--- config.mk ---
export PLATFORM = sky130hd
export DESIGN_NAME = control_unit
export DESIGN_NICKNAME = d
export VERILOG_FILES = /design/src/rtl/control_unit.sv
export SDC_FILE = /design/constraint.sdc
export NUM_CORES = 1
export LEC_CHECK = 0
export BUFFER_PORTS_ARGS = -buffer_cell sky130_fd_sc_hd__buf_2
export CAP_MARGIN = 20
export CELL_PAD_IN_SITES_DETAIL_PLACEMENT = 0
export CELL_PAD_IN_SITES_GLOBAL_PLACEMENT = 1
export CORE_ASPECT_RATIO = 1.4
export CORE_MARGIN = 3
export CORE_UTILIZATION = 45
export CTS_BUF_LIST = sky130_fd_sc_hd__clkbuf_4
export CTS_CLUSTER_DIAMETER = 100
export DETAILED_ROUTE_END_ITERATION = 8
export GPL_TIMING_DRIVEN = 1
export PLACE_DENSITY = 0.94
export REMOVE_ABC_BUFFERS = 1
export SYNTH_ARGS = -nofsm -noshare
export SYNTH_HDL_FRONTEND = slang
export SYNTH_SLANG_ARGS = --single-unit
--- constraint.sdc ---
create_clock -name clk -period 4.8 [get_ports clk]
set_input_delay 0.96 -clock clk [delete_from_list [all_inputs] [get_ports clk]]
set_output_delay 0.96 -clock clk [all_outputs]
set_load 0.02 [all_outputs]
--- src/rtl/control_unit.sv ---
// -----------------------------------------------------------------------------
// control_unit
//   Multicycle FETCH -> DECODE -> EXECUTE -> WRITEBACK sequencer for the 16-bit
//   simple RISC CPU. It owns the PC and the instruction register, and drives
//   the ALU op, register-file addresses and write strobe, and the immediate
//   operand mux. HALT is terminal; only reset leaves it.
//
//   Ports
//     clk, reset          clock, async active-high reset
//     instr_addr/req      fetch address (PC) and request (FETCH only)
//     instr_data/valid    fetched word, qualified by valid (FETCH only)
//     alu_zero            ALU zero flag, sampled at the end of EXECUTE
//     rs1/rs2/rd_addr     register-file addresses, stable DECODE..WRITEBACK
//     ALUControl          ALU op, updated entering EXECUTE
//     alu_src_imm         ALU B operand select (imm) for ADDI
//     imm                 sign-extended immediate
//     reg_write           one-cycle write strobe in WRITEBACK
//     halted              sticky halt flag
//     illegal             one-cycle pulse in DECODE on opcodes 0x9..0xE
// -----------------------------------------------------------------------------
module control_unit #(
   parameter int                     PC_WIDTH = 8,
   parameter logic [PC_WIDTH-1:0]    RESET_PC = '0
) (
   input  logic                clk,
   input  logic                reset,
   output logic [PC_WIDTH-1:0] instr_addr,
   output logic                instr_req,
   input  logic [15:0]         instr_data,
   input  logic                instr_valid,
   input  logic                alu_zero,
   output logic [2:0]          rs1_addr,
   output logic [2:0]          rs2_addr,
   output logic [2:0]          rd_addr,
   output logic [2:0]          ALUControl,
   output logic                alu_src_imm,
   output logic [15:0]         imm,
   output logic                reg_write,
   output logic                halted,
   output logic                illegal
);

   typedef enum logic [2:0] {
      S_FETCH  = 3'd0,
      S_DECODE = 3'd1,
      S_EXEC   = 3'd2,
      S_WB     = 3'd3,
      S_HALT   = 3'd4
   } state_t;

   localparam logic [3:0] OP_ADDI = 4'h6;
   localparam logic [3:0] OP_BEQ  = 4'h7;
   localparam logic [3:0] OP_JMP  = 4'h8;
   localparam logic [3:0] OP_HALT = 4'hF;

   state_t              state_q;
   logic [15:0]         ir_q;
   logic [PC_WIDTH-1:0] pc_q, pc_d;
   logic [2:0]          rs1_q, rs2_q, rd_q, alu_ctl_q;
   logic [15:0]         imm_q;
   logic                src_imm_q, reg_write_q, halted_q, illegal_q, take_q;

   logic [3:0]          ir_op, in_op;
   logic [PC_WIDTH-1:0] br_off;

   assign ir_op  = ir_q[15:12];
   assign in_op  = instr_data[15:12];
   // imm6 sign-extended to PC width; PC arithmetic wraps naturally.
   assign br_off = PC_WIDTH'($signed(ir_q[5:0]));

   always_comb begin
      pc_d = pc_q + PC_WIDTH'(1);
      if (ir_op == OP_BEQ && take_q)
         pc_d = pc_q + PC_WIDTH'(1) + br_off;
      else if (ir_op == OP_JMP)
         pc_d = PC_WIDTH'(ir_q[11:0]);
   end

   always_ff @(posedge clk or posedge reset) begin
      if (reset) begin
         state_q     <= S_FETCH;
         ir_q        <= '0;
         pc_q        <= RESET_PC;
         rs1_q       <= '0;
         rs2_q       <= '0;
         rd_q        <= '0;
         imm_q       <= '0;
         alu_ctl_q   <= '0;
         src_imm_q   <= 1'b0;
         reg_write_q <= 1'b0;
         halted_q    <= 1'b0;
         illegal_q   <= 1'b0;
         take_q      <= 1'b0;
      end else begin
         case (state_q)
            S_FETCH: begin
               if (instr_valid) begin
                  // Decode fields are captured with the IR so they are
                  // already valid during the DECODE cycle.
                  ir_q      <= instr_data;
                  rs1_q     <= instr_data[8:6];
                  rs2_q     <= instr_data[5:3];
                  rd_q      <= instr_data[11:9];
                  imm_q     <= (in_op == OP_JMP) ? {{4{instr_data[11]}}, instr_data[11:0]}
                                                 : {{10{instr_data[5]}}, instr_data[5:0]};
                  illegal_q <= (in_op inside {[4'h9:4'hE]});
                  state_q   <= S_DECODE;
               end
            end
            S_DECODE: begin
               illegal_q <= 1'b0;
               // Only ALU-using ops touch ALUControl; others leave it held.
               if (ir_op <= OP_ADDI)
                  alu_ctl_q <= (ir_op == OP_ADDI) ? 3'b000 : ir_op[2:0];
               else if (ir_op == OP_BEQ)
                  alu_ctl_q <= 3'b001;
               src_imm_q <= (ir_op == OP_ADDI);
               state_q   <= S_EXEC;
            end
            S_EXEC: begin
               take_q      <= alu_zero;
               reg_write_q <= (ir_op <= OP_ADDI);
               state_q     <= S_WB;
            end
            S_WB: begin
               reg_write_q <= 1'b0;
               src_imm_q   <= 1'b0;
               if (ir_op == OP_HALT) begin
                  halted_q <= 1'b1;
                  state_q  <= S_HALT;
               end else begin
                  pc_q    <= pc_d;
                  state_q <= S_FETCH;
               end
            end
            S_HALT: begin
               state_q <= S_HALT;
            end
            default: state_q <= S_FETCH;
         endcase
      end
   end

   assign instr_addr  = pc_q;
   assign instr_req   = (state_q == S_FETCH);
   assign rs1_addr    = rs1_q;
   assign rs2_addr    = rs2_q;
   assign rd_addr     = rd_q;
   assign ALUControl  = alu_ctl_q;
   assign alu_src_imm = src_imm_q;
   assign imm         = imm_q;
   assign reg_write   = reg_write_q;
   assign halted      = halted_q;
   assign illegal     = illegal_q;

endmodule

### After elaboration in Yosys (flattened, before gate mapping)

Index checks and enable logic that the tools add are counted.

* logic and storage cells: 54
* input bits: 20
* register bits: 60
* output and inout port bits: 41

* magnitude comparators: 3
* reduce and logical (&&, ||, !) cells: 12
* equal/unequal tests: 10
* multiplexer cells: 13
* add/subtract/negate cells: 2
* bitwise gates (word level): 1

Operators with widths (number)
* two-way mux 16 bit: 1
* two-way mux 8 bit: 2
* two-way mux 3 bit: 5
* one-hot mux 3 bit (5 select lines): 1
* == test 4 bit, second input constant: 3
* AND reduction 2 bit: 5
* adder 8 x 1 -> 8 bit, second input constant: 1
* adder 8 bit: 1
* == test 4 x 3 -> 1 bit, second input constant: 2
* nonzero test 2 bit: 4
* == test 3 x 2 -> 1 bit, second input constant: 2
* one-hot mux 1 bit (2 select lines): 3
* greater-or-equal comparator 4 bit, second input constant: 1
* less-or-equal comparator 4 x 3 -> 1 bit, second input constant: 1
* less-or-equal comparator 4 bit, second input constant: 1
* == test 3 x 1 -> 1 bit, second input constant: 1
* == test 3 bit, second input constant: 1
* zero test 3 bit: 1
* logical AND 1 bit: 2
* != test 2 x 1 -> 1 bit, second input constant: 1
* two-way mux 1 bit: 1
* inverter 1 bit: 1

### Logic depth before layout (Yosys ltp)

* depth in word-level cells: 4
* gate-level depth with buffers: 11
* depth with buffers taken out: 11

### Worst setup path after synthesis

No wires, ideal clock.

* path kind: register -> register
* from: register pc_q[0], in the netlist instr_addr[0]
* to: register pc_q[7], in the netlist instr_addr[7]
* required time: 4674 ps
* clock period less this slack: 2532 ps
* setup time: 126 ps
* cell stages (with the launch flop): 12
* setup slack: 2268 ps
* buffers on the path: 0
* arrival: 2406 ps
* path through: dfrtp_1 > ha_1 > nand2_1 > or2_2 > xor2_1 > inv_1 > ha_1 > a21oi_1 > o21a_1 > o31ai_1 > xnor2_1 > a221o_1

* longest elaborated chain between the ends: 3
* elaborated cells on any way between the ends: 4
* classes of those cells: 2 x add/sub; 2 x mux

RTL lines
* start: declaration: RTL line 58 `logic [PC_WIDTH-1:0] pc_q, pc_d;`
* start signal: assignment: RTL line 132 `pc_q <= pc_d;`
* adder 8 x 1 -> 8 bit *: RTL line 72, 74
* adder 8 bit / two-way mux 8 bit (equally long branches): RTL line 74, 75
* two-way mux 8 bit *: RTL line 73 `if (ir_op == OP_BEQ && take_q)`

Every way passes the cells marked *; elsewhere a longest branch is shown, timed or not.
A chain may end at the register's enable or synchronous reset.

### Worst setup path after layout

Ends and elaborated chain as after synthesis.

==> summary.txt <==
Drt
  • Post-DR wirelength/cell: 14.1 µm
  • Final Routed Wirelength: 4860 µm
  • DR iter-0 viols: 80
  • Drt first pass iters: 4
  • Vias: between 1.5k and 2k
  • Final ANT Viol Nets: 0
  • DR vias/cell: approximately 5.1
  • Drc violations: 0

Yosys
  • Syn_area_per_cell: slightly above 10 µm²
  • Most common flop cell mapped by yosys: dfrtp_1
  • Top cell type's share of synthesized area: 0.426
  • Synth Area in Compound Gates: 0.127
  • Cell taking the most area after synthesis: dfrtp_1
  • EDFF count, synth: 0
  • Yosys warning count: 0
  • Most common library cells after synthesis: dfrtp_1 (41), buf_4 (20), mux2_2 (20), nor2_1 (20), nand2_1 (18)
  • Synth Register Bits: 41
  • Mapped Cells: 236
  • Synth area leaders: dfrtp_1 (43%), mux2_2 (9.3%), buf_4 (6.2%)
  • Most frequent cell after synthesis: dfrtp_1
  • Largest family of logic cells by synthesized area: simple AND/OR/NAND/NOR gates
  • Adder-cell share of the synthesized area: 0.0550
  • Netlist cell types: 46
  • Mux cell area share after synthesis: 0.110
  • Seq/Total Area, Yosys: 0.426
  • Cell area after synthesis: 0.00241 mm²
  • Ys async rst share: 1.00
  • XOR/XNOR Fraction of Synth Area: 0.0493
  • Simple-gate share of the synthesized area: 0.144

Run status
  • Outcome: finished clean

Place
  • GPL Wtd Cong: around 0.77
  • Placed Cells: 336
  • Dpl hpwl: 3730 µm
  • Port buffer count: 60

Final layout
  • Register area: 0.00103 mm²
  • Layout cells sized above 1: 0.354
  • Fin nets: 309
  • Fillers: roughly 470
  • Ant diodes: 0
  • Final cell count without fillers: 344
  • Multi-input logic area: between 0.001 and 0.0015 mm²
  • Area growth, synth to finish: 11.1%

STA
  • RSZ-0062 raised after global routing: no
  • Setup TNS: 0 ns
  • Tcrit/Tclk final: 0.540
  • Slew HR: 0.530
  • Min cycle time layout: approximately 2.6 ns
  • Worst-case clock skew: 0.0166 ns
  • Hold Fails Final Rpt: 0
  • Worst slew pin tran: 0.704 ns
  • Final Max Slew Viols: 0
  • Setup-failing EPs final: 0
  • FMAX: 386 MHz

Floorplanning
  • Die area: 0.00628 mm²
  • Row cnt: 30
  • Core ar.: around 0.005 mm²
  • DIE WIDTH: 67.8 µm
  • Die Ht: just over 90 µm
  • Num ports: around 60
  • Initial core utilization: 0.483

CTS
  • Hold_buf cts: 0
  • Post-CTS setup buffer count: 0
  • Clock Path Buffers: 2
  • Skew-Pair Late Insertion Delay: between 0.3 and 0.4 ns
  • Post-CTS sizing: 0
  • Clock Sinks: 41
  • CTS Buf Count: 5
  • CTS H-tree lvls: 2
  • Root buffer cell: clkbuf_4
  • Clock Pin Slew Worst Setup and Hold Paths: 0.13 ns
  • CTS tree: done

Critical path
  • RR Endpoint: instr_addr[7]
  • Crit-path max FO: 7
  • Worst Setup Start Kind: register
  • Critical path required time: 5.05 ns
  • CP Capture Type: register
  • RR Startpoint: instr_addr[0]
  • WP data arrival: between 2 and 3 ns
  • Flop-to-flop setup slack: 2.21 ns
  • Critical path type: reg -> reg
  • Reg2reg path depth: 11

Hold path
  • Hold Path Sink: halted
  • Hold Crit Class: reg -> reg
  • Hold Crit Start: halted
  • Worst hold stages: 1

Power and ir drop
  • Combinational power share: 0.571
  • Sw Ratio: 0.470
  • Pint: 1.05 mW
  • Sw power: 0.933 mW
  • Leakage power: approximately 1.3 nW
  • Flop pwr share: 0.343
  • PwrDens: 742 mW/mm²
  • Clock power share: 0.086
  • Peak supply drop: 0.288 mV

Global routing
  • Initial antenna violation count: 0
  • Overall global routing resource usage: 0.170
  • Gr ovfl total: 0
  • Number of global-route vias before repair: 1773
  • Global-route wire length before repair: 8200 µm
  • Largest net degree at the start of global routing: between 40 and 50

Job
  • Max-cap violation count: 0
[worst max-delay path: stages (launching register included)]
cell and delay [ns]:
dfrtp_1 0.48, ha_1 0.25, nand2_1 0.06, or2_2 0.28
xor2_1 0.17, inv_1 0.06, ha_1 0.35, a21oi_1 0.17
o21a_1 0.13, o31ai_1 0.07, xnor2_1 0.15, a221o_1 0.32
[through the flow]
stage / area, µm² / setup slack (ns) / util / power [mW] / hold WS (ns)
4_1_cts: 2680 / 2.23 / 0.536 / 2.02 / 0.484
3_5_place_dp: 2620 / 2.25 / 0.525 / 1.84 / 0.452
2_1_floorplan: 2230 / 2.27 / - / 1.50 / 0.496
5_1_grt: 2680 / 2.01 / 0.536 / 2.17 / 0.523
6_report: 2680 / 2.21 / 0.536 / 1.98 / 0.480
3_3_place_gp: 2620 / 2.33 / 0.525 / 1.81 / 0.452
[area by class of cell]
class | instances | share of cell area
Clock buffer | 5 | 0.0140
Clock inverter | 3 | 0.00655
Inverter | 8 | 0.0112
Multi-Input combinational cell | 161 | 0.437
Sequential cell | 41 | 0.383
Tap cell | 64 | 0.0299
Timing Repair Buffer | 62 | 0.118
[layer usage]
metal | share of wire | wire [µm] | GRT usage | up-vias
met2 | 0.54 | 2620 | 0.300 | 28
met4 | 0.015 | 72 | 0.0547 | 0
li1 | - | - | - | 902
met3 | 0.034 | 167 | 0.0328 | 7
met1 | 0.41 | 2000 | 0.202 | 833
met5 | 0 | 0 | 0 | -
[flip-flops by register name (all words and copies together), names as in the netlist]
signal       cells
ir_q            16
instr_addr       8
imm              6
ALUControl       3
state_q          3
alu_src_imm      1
halted           1
illegal          1
reg_write        1
take_q           1
[cells in the final DEF, fill, tap and decap left out, drive strengths merged, types with 3 or more instances in the layout]
cell,count
a21o,4
o31ai,3
mux2i,4
nand2,18
dfrtp,41
clkbuf,5
mux2,20
nand3,5
nor2,20
a31oi,3
nand3b,3
a21oi,17
ha,9
nor3,5
buf,62
xor2,3
o21ai,11
inv,8
xnor2,8
[how the worst max path moves through the flow]
stage,start,end,cells after the start
after floorplan,instr_addr[0],instr_addr[7],11
after global placement,instr_addr[0],instr_addr[7],11
after detailed placement,instr_addr[0],instr_addr[7],11
after CTS,instr_addr[0],instr_addr[7],11
after global routing,instr_addr[0],instr_addr[7],11
final,instr_addr[0],instr_addr[7],11
[power groups by stage]
stage | logic, mW | clock network, mW | registers (mW)
after floorplan | 0.644 | 0 | 0.852
after global placement | 1.13 | 0 | 0.681
after detailed placement | 1.15 | 0 | 0.691
after CTS | 1.15 | 0.179 | 0.683
after global routing | 1.26 | 0.192 | 0.712
final | 1.13 | 0.171 | 0.680
[kinds of logic (layout without fill, tap and decap cells)]
logic type | Yosys count | after routing
AND/OR/NAND/NOR | 67 | 67
AO/OA/AOI/OAI | 48 | 48
flip-flops | 41 | 41
buffers and inverters | 34 | 78
multiplexers | 24 | 24
XOR/XNOR | 12 | 12
adder cells (fa/ha/maj) | 10 | 10
No activity file was read; power rests on OpenSTA's default activity.
